<file path="config.mk">
export PLATFORM = sky130hd
export DESIGN_NAME = fifo_srl_flow_flat
export DESIGN_NICKNAME = d
export VERILOG_FILES = /design/src/rtl/fifo_srl_flow_if.sv /design/src/rtl/fifo_srl_flow.sv /design/src/flat_wrapper.sv
export SDC_FILE = /design/constraint.sdc
export NUM_CORES = 1
export LEC_CHECK = 0
export BUFFER_PORTS_ARGS = -buffer_cell sky130_fd_sc_hd__buf_2
export CORE_AREA = 2 2 204 206
export DETAILED_ROUTE_END_ITERATION = 8
export DIE_AREA = 0 0 206 208
export PLACE_DENSITY = 0.77
export SLEW_MARGIN = 20
export SYNTH_ARGS = -nofsm -noshare
export SYNTH_HDL_FRONTEND = slang
export SYNTH_SLANG_ARGS = --single-unit
export TNS_END_PERCENT = 30
</file>
<file path="constraint.sdc">
create_clock -name clk -period 28.8 [get_ports clk]
set_input_delay 7.2 -clock clk [delete_from_list [all_inputs] [get_ports clk]]
set_output_delay 7.2 -clock clk [all_outputs]
set_load 0.01 [all_outputs]
</file>
<file path="src/rtl/fifo_srl_flow_if.sv">
// ---------------------------------------------------------------------------
// fifo_srl_flow_if
//   Stream handshake bundle between a producer/consumer pair and the
//   fifo_srl_flow buffer.
//
//   Signals:
//     if_write   producer push request
//     if_din     push data (DATA_WIDTH bits)
//     if_full_n  1 = space available, push accepted only when 1
//     if_read    consumer pop request
//     if_dout    head-of-queue data, show-ahead
//     if_empty_n 1 = if_dout valid, pop accepted only when 1
//
//   Modports:
//     slave  - the FIFO side (takes requests, drives status and data)
//     master - the kernel side (drives requests, observes status and data)
// ---------------------------------------------------------------------------
interface fifo_srl_flow_if #(
    parameter int DATA_WIDTH = 256
);
    logic                  if_write;
    logic [DATA_WIDTH-1:0] if_din;
    logic                  if_full_n;
    logic                  if_read;
    logic [DATA_WIDTH-1:0] if_dout;
    logic                  if_empty_n;

    modport slave (
        input  if_write,
        input  if_din,
        input  if_read,
        output if_full_n,
        output if_dout,
        output if_empty_n
    );

    modport master (
        output if_write,
        output if_din,
        output if_read,
        input  if_full_n,
        input  if_dout,
        input  if_empty_n
    );
endinterface

</file>
<file path="src/rtl/fifo_srl_flow.sv">
// ---------------------------------------------------------------------------
// fifo_srl_flow
//   Show-ahead FIFO on shift-register storage for inter-kernel streams.
//   Every accepted push shifts the whole store up one entry and inserts the
//   new word at entry 0; the oldest word therefore lives at entry count-1,
//   which is where the read mux points.
//
//   Ports:
//     clk          rising-edge clock
//     reset_n      asynchronous active-low reset (control state only)
//     fifo         handshake bundle, slave side (see fifo_srl_flow_if)
//     count        occupancy 0..DEPTH
//     almost_full  count >= DEPTH-AFULL_TH
//     almost_empty count <= AEMPTY_TH
//     overflow     sticky: push attempted while full
//     underflow    sticky: pop attempted while empty
// ---------------------------------------------------------------------------
module fifo_srl_flow #(
    parameter int DATA_WIDTH = 256,
    parameter int DEPTH      = 2,
    parameter int ADDR_WIDTH = 1,
    parameter int CNT_WIDTH  = 2,
    parameter int AFULL_TH   = 1,
    parameter int AEMPTY_TH  = 1
) (
    input  logic                 clk,
    input  logic                 reset_n,
    fifo_srl_flow_if.slave       fifo,
    output logic [CNT_WIDTH-1:0] count,
    output logic                 almost_full,
    output logic                 almost_empty,
    output logic                 overflow,
    output logic                 underflow
);

    localparam logic [CNT_WIDTH-1:0] DEPTH_C = CNT_WIDTH'(DEPTH);
    localparam logic [CNT_WIDTH-1:0] AF_LVL  = CNT_WIDTH'(DEPTH - AFULL_TH);
    localparam logic [CNT_WIDTH-1:0] AE_LVL  = CNT_WIDTH'(AEMPTY_TH);

    // Storage is deliberately left out of reset so it maps onto SRL primitives.
    logic [DATA_WIDTH-1:0] srl_q [DEPTH];

    logic [CNT_WIDTH-1:0]  count_q, count_d;
    logic                  empty_n_q, empty_n_d;
    logic                  full_n_q, full_n_d;
    logic                  afull_q, afull_d;
    logic                  aempty_q, aempty_d;
    logic                  ovf_q, ovf_d;
    logic                  unf_q, unf_d;

    logic                  push;
    logic                  pop;
    logic [CNT_WIDTH-1:0]  cnt_m1;
    logic [ADDR_WIDTH-1:0] rd_addr;

    // Requests are qualified by the registered status, so a write while full
    // is dropped even when a pop frees a slot in the same cycle.
    assign push = fifo.if_write & full_n_q;
    assign pop  = fifo.if_read  & empty_n_q;

    // -----------------------------------------------------------------------
    // Shift-register storage
    // -----------------------------------------------------------------------
    generate
        for (genvar gi = 0; gi < DEPTH; gi++) begin : g_srl
            if (gi == 0) begin : g_head
                always_ff @(posedge clk) begin
                    if (push) begin
                        srl_q[gi] <= fifo.if_din;
                    end
                end
            end else begin : g_body
                always_ff @(posedge clk) begin
                    if (push) begin
                        srl_q[gi] <= srl_q[gi-1];
                    end
                end
            end
        end
    endgenerate

    // Oldest entry sits at count-1; when empty the address parks at 0.
    always_comb begin
        cnt_m1  = count_q - CNT_WIDTH'(1);
        rd_addr = '0;
        if (count_q != '0) begin
            rd_addr = cnt_m1[ADDR_WIDTH-1:0];
        end
    end

    assign fifo.if_dout = srl_q[rd_addr];

    // -----------------------------------------------------------------------
    // Occupancy and flags. Flags are derived from the next count so they
    // change on the same edge as count itself.
    // -----------------------------------------------------------------------
    always_comb begin
        count_d = count_q;
        case ({push, pop})
            2'b10:   count_d = count_q + CNT_WIDTH'(1);
            2'b01:   count_d = count_q - CNT_WIDTH'(1);
            default: count_d = count_q;
        endcase

        empty_n_d = (count_d != '0);
        full_n_d  = (count_d != DEPTH_C);
        afull_d   = (count_d >= AF_LVL);
        aempty_d  = (count_d <= AE_LVL);

        ovf_d = ovf_q | (fifo.if_write & ~full_n_q);
        unf_d = unf_q | (fifo.if_read  & ~empty_n_q);
    end

    always_ff @(posedge clk or negedge reset_n) begin
        if (!reset_n) begin
            count_q   <= '0;
            empty_n_q <= 1'b0;
            full_n_q  <= 1'b1;
            afull_q   <= 1'b0;
            aempty_q  <= 1'b1;
            ovf_q     <= 1'b0;
            unf_q     <= 1'b0;
        end else begin
            count_q   <= count_d;
            empty_n_q <= empty_n_d;
            full_n_q  <= full_n_d;
            afull_q   <= afull_d;
            aempty_q  <= aempty_d;
            ovf_q     <= ovf_d;
            unf_q     <= unf_d;
        end
    end

    assign count           = count_q;
    assign fifo.if_empty_n = empty_n_q;
    assign fifo.if_full_n  = full_n_q;
    assign almost_full     = afull_q;
    assign almost_empty    = aempty_q;
    assign overflow        = ovf_q;
    assign underflow       = unf_q;

endmodule

</file>
<file path="src/flat_wrapper.sv">
// flat-port wrapper written by rule: the top's interface ports become plain ports
module fifo_srl_flow_flat 
#(
    parameter int DATA_WIDTH = 256,
    parameter int DEPTH      = 2,
    parameter int ADDR_WIDTH = 1,
    parameter int CNT_WIDTH  = 2,
    parameter int AFULL_TH   = 1,
    parameter int AEMPTY_TH  = 1
)
  (clk, reset_n, count, almost_full, almost_empty, overflow, underflow, fifo_if_write, fifo_if_din, fifo_if_read, fifo_if_full_n, fifo_if_dout, fifo_if_empty_n);
  fifo_srl_flow_if #(.DATA_WIDTH(DATA_WIDTH)) fifo_i ();
  input  logic clk;
  input  logic reset_n;
  output logic [CNT_WIDTH-1:0] count;
  output logic almost_full;
  output logic almost_empty;
  output logic overflow;
  output logic underflow;
  input wire logic [$bits(fifo_i.if_write)-1:0] fifo_if_write;
  input wire logic [$bits(fifo_i.if_din)-1:0] fifo_if_din;
  input wire logic [$bits(fifo_i.if_read)-1:0] fifo_if_read;
  output wire logic [$bits(fifo_i.if_full_n)-1:0] fifo_if_full_n;
  output wire logic [$bits(fifo_i.if_dout)-1:0] fifo_if_dout;
  output wire logic [$bits(fifo_i.if_empty_n)-1:0] fifo_if_empty_n;
  assign fifo_i.if_write = fifo_if_write;
  assign fifo_i.if_din = fifo_if_din;
  assign fifo_i.if_read = fifo_if_read;
  assign fifo_if_full_n = fifo_i.if_full_n;
  assign fifo_if_dout = fifo_i.if_dout;
  assign fifo_if_empty_n = fifo_i.if_empty_n;
  fifo_srl_flow #(.DATA_WIDTH(DATA_WIDTH), .DEPTH(DEPTH), .ADDR_WIDTH(ADDR_WIDTH), .CNT_WIDTH(CNT_WIDTH), .AFULL_TH(AFULL_TH), .AEMPTY_TH(AEMPTY_TH)) u_core (.clk(clk), .reset_n(reset_n), .fifo(fifo_i), .count(count), .almost_full(almost_full), .almost_empty(almost_empty), .overflow(overflow), .underflow(underflow));
endmodule
</file>
==> summary.txt, run 1 <==
Clocking
  – Worst-Skew Late Latency: 0.58 ns
  – Clock tree from TritonCTS: built
  – Buffer levels on the longest clock path: 3
  – Clock Sinks: 519
  – Clock-pin slew on the worst setup and hold paths: 0.06 ns
  – Clock buffer count from CTS: 51
  – Post-cts gate resize count: 0
  – Number of buffers inserted by hold repair at cts: 0
  – H-Tree Depth: 2
  – Post-CTS repair timing setup buffer count: 0
  – Clock Root Buffer: clkbuf_16

Yosys
  – Average cell area after synthesis: 22.8 um^2
  – Synthesized Nets: 1,093
  – YS warnings: 0
  – Largest cells by area after synthesis: edfxtp_1 (81%), mux2_2 (15%), buf_6 (1.5%)
  – Complex-gate fraction of the synthesized area: 0.231%
  – Async S/R FF share, synth: 1.35%
  – Area share of fa/ha/maj cells after synthesis: 0.198%
  – Synth top cells by count: edfxtp_1 (512), mux2_2 (258), buf_6 (26)
  – Area fraction in and, or, nand and nor cells after synthesis: 0.271%
  – Dominant combinational cell family by area after synthesis: multiplexers
  – Synthesized instance count: 830
  – Most common cell in the synthesized netlist: edfxtp_1
  – Number of different library cells in the post-synthesis netlist: 22
  – Share of cell area taken by muxes after synthesis: 15.4%
  – Dominant synthesized flop cell: edfxtp_1
  – Area share of the leading cell type in the synthesized netlist: 81.2%
  – Xor-xnor portion of the synthesized cell area: 0%
  – Flip-flop and latch count after synthesis: 519
  – Sequential-to-total area share from yosys stat: 82.1%
  – EDFF count, synth: 512
  – Post-synth top area cell: edfxtp_1
  – Summed instance area of the synthesized netlist: 0.0189 mm^2

Layout
  – Combined flip-flop and latch cell area: 0.0156 mm^2
  – Combined area of the multi-input logic cells: 0.00306 mm^2
  – Number of fill cells in the layout: 3,009
  – Layout Nets: 1,645
  – Final core utilization: 58.4%
  – Finished layout cell area: 0.0237 mm^2
  – Growth of design area from synthesis to finish: 25.0%
  – Post-route non-filler standard cell count: 1,958
  – Layout cell share with drive strength beyond 1: 60.8%

Critical path
  – Buf+Inv Stages, Crit Path: 3
  – Critical path required time: 21.60 ns
  – Cell type group with the largest total delay on the critical path: buffers and inverters
  – Worst setup path category: reg -> out
  – Kind of capture point of the worst setup path: output port
  – Data arrival at the endpoint of the critical path: 3.55 ns
  – Cell Chain, Critical Path: inv_1 -> ha_4 -> buf_4 -> mux2_2 -> buf_2
  – Kind of start point of the critical path: register
  – CP max-delay cell: buf_4
  – Biggest fanout along the worst timing path: 75
  – Delay of the slowest cell on the worst path: 0.86 ns

Placement
  – GPL Wtd Cong: 0.799
  – Count of placed standard cells including taps: 1,861
  – Worst slack after detailed placement: 18.57 ns
  – Instance area at placement: 0.0220 mm^2
  – Detail Placement HPWL: 27,100 um
  – Quantity of I/O buffers inserted on ports: 523

Timing
  – Worst-margin pin slew: 1.09 ns
  – Final-layout worst hold slack: 0.440 ns
  – Setup clock skew after layout: 0.0193 ns
  – Period utilisation layout: 37.3%
  – Setup TNS: 0 ns
  – Setup repair after global routing missed its margin: no
  – Worst slew margin relative to its limit: 27.3%
  – Shortest clock period the worst path allows after layout: 10.75 ns
  – Upper clock frequency limit: 0.0930 GHz
  – Number of max-slew violations in the final report: 0
  – Hold violation total from the final report: 0
  – Setup violators final: 0
  – Final worst-path setup slack: 18.05 ns

Floorplan
  – Die width: 206 um
  – Starting density of the core: 46.7%
  – Number of placement rows: 74
  – Die ar.: 0.0428 mm^2
  – I/O pin total: 524
  – Placeable Area: 0.0406 mm^2
  – Die height: 208 um

Global routing
  – GRT Total Usage: 17.7%
  – Wire length of the first global-routing pass: 57,600 um
  – Vias in the first global route: 10.1k
  – Number of antenna violations at the first check in global routing: 10
  – Global route overflow: 0
  – Largest net degree at the start of global routing: 189

Drt
  – Number of DRC violations after detailed routing: 0
  – Drt pass-1 iters: 5
  – Remaining number of nets flagged by the antenna check after routing: 0
  – Total wire length: 39,900 um
  – Wire length per cell: 20.4 um
  – Routed via count: 9,710
  – Via count normalized by instance count: 4.96
  – Detailed router's first-iteration violation count: 724

Power
  – Maximum resistive drop on vdd: 0.0000926 V
  – Pwr per Cell Area: 93.2 mW/mm^2
  – Pwr Total: 2.21 mW
  – Leakage power: 9.00 nW

Min path
  – Worst min path class: reg -> reg

Status
  – Result of the run: completed

Job
  – Max Cap Violations: 0
==> final timing paths <==
path	from	to	slack (ns)	cells past startpoint
max	u_core.count[0]$_DFF_PN0_	fifo_if_dout[24]	18.05	5
min	u_core.srl_q[0][109]$_DFFE_PP_	u_core.srl_q[1][109]$_DFFE_PP_	0.44	0
max reg2reg	u_core.fifo.if_full_n$_DFF_PN1_	u_core.srl_q[1][67]$_DFFE_PP_	25.39	4
min reg2reg	u_core.srl_q[0][109]$_DFFE_PP_	u_core.srl_q[1][109]$_DFFE_PP_	0.44	0
max in group asynchronous	reset_n	u_core.fifo.if_full_n$_DFF_PN1_	22.12	1
min in group asynchronous	reset_n	asynchronous set/reset pin	6.45	1
==> worst register-to-register path, cell delays in order (launching register included) <==
cell     delay (ns)
dfstp_2        0.56
nand2_1        0.15
inv_8          0.66
buf_12         0.74
buf_12         0.74
==> cells by family (layout without fill, tap and decap cells) <==
group                    Yosys count  after routing
buffers and inverters             35            627
flip-flops                       519            519
multiplexers                     259            259
AND/OR/NAND/NOR                    8              8
AO/OA/AOI/OAI                      6              6
adder cells (fa/ha/maj)            3              3
other                              0              4
==> report_power, final <==
group	switching, mW	internal [mW]
Combinational	0.269	0.217
Clock	0.272	0.395
Sequential	0.0477	1.01
Total	0.589	1.62
==> registers in the layout, indices dropped and copies added (netlist names), named ones only <==
name                   cells
u_core.almost_empty        1
u_core.almost_full         1
u_core.count               1
u_core.fifo.if_full_n      1
u_core.overflow            1
u_core.srl_q             512
u_core.underflow           1
==> metal layers <==
| metal | track usage, % | vias up | part of all wire, % |
|---|---|---|---|
| li1 | - | 4424 | - |
| met5 | 0 | - | 0.17 |
| met2 | 29.8 | 401 | 50 |
| met4 | 6.65 | 12 | 2.4 |
| met3 | 5.83 | 70 | 9.5 |
| met1 | 21.0 | 4803 | 38 |
==> area by class of cell <==
type | instances | area share, %
inverter | 6 | 0.127
clock buffer | 66 | 5.89
sequential | 519 | 65.7
clock inverter | 27 | 1.20
multi-input combinational | 276 | 12.9
tap | 532 | 2.81
antenna | 4 | 0.0423
timing repair buffer | 528 | 11.3
==> cell usage in the layout, fill, tap and decap left out, types with 2 or more instances in the layout <==
master / netlist / layout
a21o_1: 2 / 2
buf_12: 0 / 2
buf_2: 1 / 523
buf_4: 2 / 3
bufinv_16: 0 / 6
clkbuf_1: 0 / 11
clkbuf_16: 0 / 53
clkbuf_8: 0 / 2
clkinv_1: 0 / 10
clkinv_2: 0 / 7
clkinvlp_4: 0 / 2
dfrtp_1: 5 / 5
dfstp_2: 2 / 2
diode_2: 0 / 4
edfxtp_1: 512 / 512
ha_1: 3 / 2
inv_1: 6 / 5
mux2_2: 258 / 258
nand2_1: 2 / 2
(Power assumes the default switching activity.)
==> run 2: changes to the inputs <==
--- a/config.mk
+++ b/config.mk
@@ -6,10 +6,10 @@
 export NUM_CORES = 1
 export LEC_CHECK = 0
 export BUFFER_PORTS_ARGS = -buffer_cell sky130_fd_sc_hd__buf_2
-export CORE_AREA = 2 2 204 206
+export CORE_AREA = 2 2 206 208
 export DETAILED_ROUTE_END_ITERATION = 8
-export DIE_AREA = 0 0 206 208
-export PLACE_DENSITY = 0.77
+export DIE_AREA = 0 0 208 210
+export PLACE_DENSITY = 0.76
 export SLEW_MARGIN = 20
 export SYNTH_ARGS = -nofsm -noshare
 export SYNTH_HDL_FRONTEND = slang
==> constraint.sdc (replaced) <==
create_clock -name clk -period 10.9 [get_ports clk]
set_input_delay 2.725 -clock clk [delete_from_list [all_inputs] [get_ports clk]]
set_output_delay 2.725 -clock clk [all_outputs]
set_load 0.01 [all_outputs]
==> run 2 against run 1 <==
Wire length fell by 0.90%. Flip-flop and latch count did not move. Largest power group unchanged. Non-clock buffer count rose by 1.
==> summary.txt, run 2 (synthesized netlist as in run 1, its figures left out) <==
Placement
  – Quantity of I/O buffers inserted on ports: 523 (unchanged)
  – Detail Placement HPWL: 26,900 um (-0.77%)
  – GPL Wtd Cong: 0.800 (+0.15%)
  – Instance area at placement: 0.0220 mm^2 (+0.19%)
  – Worst slack after detailed placement: 5.55 ns (-13.03 ns)

Drt
  – Top layer in use: met5
  – Total wire length: 39,500 um (-0.90%)
  – Wire length per cell: 20.1 um (-1.4%)
  – Via count normalized by instance count: 4.91 (-0.97%)
  – Routed via count: 9,665 (-0.46%)
  – Drt pass-1 iters: 5 (unchanged)
  – Detailed router's first-iteration violation count: 682 (-5.8%)
  – Met1 layer wirelength in the final routing: 16,200 um (+6.3%)
  – Number of DRC violations after detailed routing: 0 (unchanged)
  – Met3 wirelength from detailed routing: 3140 um (-17%)
  – Remaining number of nets flagged by the antenna check after routing: 0 (unchanged)
  – Detailed-routed wire length on met2: 19,200 um (-3.2%)

Status
  – Result of the run: completed

Clocking
  – Clock buffer count from CTS: 53 (+3.9%)
  – H-Tree Depth: 2 (unchanged)
  – Clock tree from TritonCTS: built
  – Post-cts gate resize count: 0 (unchanged)
  – Worst-Skew Late Latency: 0.57 ns (about the same)
  – Clock Root Buffer: clkbuf_16
  – Clock Sinks: 519 (unchanged)
  – Post-CTS repair timing setup buffer count: 0 (unchanged)
  – Number of buffers inserted by hold repair at cts: 0 (unchanged)
  – Buffer levels on the longest clock path: 3 (unchanged)
  – Clock-pin slew on the worst setup and hold paths: 0.06 ns (about the same)

Layout
  – Layout Nets: 1,648 (+0.18%)
  – Number of fill cells in the layout: 3,106 (+3.2%)
  – Finished layout cell area: 0.0236 mm^2 (-0.17%)
  – Growth of design area from synthesis to finish: 24.8%
  – Register with the most flip-flops: u_core.srl_q
  – Max reg flops: 512 (unchanged)
  – Most common library cell in the layout ignoring fill and taps: buf_2
  – Most used cells in the layout excluding fill and tap cells: buf_2 (523), edfxtp_1 (512), mux2_2 (258), clkbuf_16 (54), clkbuf_1 (19)
  – Combined flip-flop and latch cell area: 0.0156 mm^2 (unchanged)
  – Combined area of the multi-input logic cells: 0.00308 mm^2 (+0.53%)
  – Layout cell share with drive strength beyond 1: 60.5% (-0.27 points)

Global routing
  – Number of antenna violations at the first check in global routing: 8 (-2)
  – GRT Total Usage: 17.3% (-0.34 points)
  – Vias in the first global route: 9,738 (-3.8%)
  – Largest net degree at the start of global routing: 192 (+1.6%)
  – Global route overflow: 0 (unchanged)
  – Wire length of the first global-routing pass: 58,000 um (+0.79%)

Floorplan
  – Die width: 208 um (+0.97%)
  – Number of placement rows: 75 (+1.4%)
  – Die height: 210 um (+0.96%)
  – Placeable Area: 0.0415 mm^2 (+2.3%)
  – Die ar.: 0.0437 mm^2 (+1.9%)
  – I/O pin total: 524 (unchanged)
  – Starting density of the core: 45.7% (-1.0 points)

Min path
  – Worst min path class: reg -> reg

Critical path
  – Worst setup path category: reg -> out
  – Kind of capture point of the worst setup path: output port
  – Data arrival at the endpoint of the critical path: 3.22 ns (-0.33 ns)
  – Kind of start point of the critical path: register
  – Biggest fanout along the worst timing path: 76 (+1.3%)
  – Critical path required time: 8.18 ns (-13.42 ns)

Timing
  – Upper clock frequency limit: 0.168 GHz
  – Final worst-path setup slack: 4.96 ns (-13.09 ns)
  – Worst slew margin relative to its limit: 26.4% (-0.91 points)
  – Period utilisation layout: 54.5%
  – Setup TNS: 0 ns (unchanged)
  – Setup repair after global routing missed its margin: no
  – Setup violators final: 0 (unchanged)
  – Worst-margin pin slew: 1.10 ns (+0.0136 ns)
  – Setup clock skew after layout: 0.0155 ns (-0.00387 ns)
  – Hold violation total from the final report: 0 (unchanged)
  – Shortest clock period the worst path allows after layout: 5.94 ns
  – Number of max-slew violations in the final report: 0 (unchanged)

Power
  – Maximum resistive drop on vdd: 0.000161 V (+74%)
  – Leakage power: 8.96 nW (-0.38%)
  – Pwr per Cell Area: 243 mW/mm^2 (+160%)

Job
  – Max Cap Violations: 0 (unchanged)
run 2: cell count changes in the layout (fill, tap and decap cells not counted), moves of 2 or more:
cell | previous run | this run
clkbuf_1 | 11 | 19
clkinv_1 | 10 | 8
bufinv_16 | 6 | 1
clkinv_2 | 7 | 5
run 2: routing by layer:
metal	up-vias	track usage, %
li1	4427	-
met1	4736	22.6
met2	423	27.8
met3	69	5.15
met4	10	6.33
met5	-	0
run 2: layout make-up:
| type | count | share of cell area, % |
|---|---|---|
| flip-flops and latches | 519 | 65.8 |
| multi-input cells | 276 | 13.0 |
| diodes | 4 | 0.0423 |
| well taps | 539 | 2.85 |
| clock buffers | 75 | 6.13 |
| clock inverters | 20 | 0.625 |
| repair buffers | 529 | 11.4 |
| inverters | 6 | 0.111 |
run 2: worst max-delay path: stages, from the launching register on:
cell and delay, ns:
dfrtp_1 0.45, inv_1 0.13, ha_4 0.57, buf_4 0.83, mux2_2 0.43, buf_2 0.14
run 2: path summary, 6_finish.rpt:
check | startpoint | end | slack, ns | cells past startpoint
min reg2reg | u_core.srl_q[0][101]$_DFFE_PP_ | u_core.srl_q[1][101]$_DFFE_PP_ | 0.43 | 0
min | u_core.srl_q[0][101]$_DFFE_PP_ | u_core.srl_q[1][101]$_DFFE_PP_ | 0.43 | 0
max reg2reg | u_core.fifo.if_full_n$_DFF_PN1_ | u_core.srl_q[0][148]$_DFFE_PP_ | 8.05 | 4
max in group asynchronous | reset_n | u_core.fifo.if_full_n$_DFF_PN1_ | 8.67 | 1
max | u_core.count[0]$_DFF_PN0_ | fifo_if_dout[151] | 4.96 | 5
min in group asynchronous | reset_n | u_core.overflow$_DFF_PN0_ | 1.98 | 1
run 2: report_power, final:
group          leakage [nW]  switching, mW  internal (mW)  total (mW)
Combinational          3.14          0.697          0.578        1.27
Clock                 0.779          0.719          0.951        1.67
Sequential             5.05          0.133           2.66        2.79
Total                  8.96           1.55           4.19        5.73
run 2: stage by stage:
| stage | util (%) | hold slack (ns) | power [mW] | instances |
|---|---|---|---|---|
| floorplan | - | 0.422 | 3.72 | 830 |
| global placement | 53.1 | 0.424 | 4.07 | 1869 |
| detailed placement | 53.1 | 0.431 | 4.11 | 1869 |
| CTS | 57.0 | 0.434 | 5.80 | 1964 |
| global route | 57.0 | 0.449 | 5.98 | 1967 |
| finish | 57.0 | 0.435 | 5.73 | 1968 |
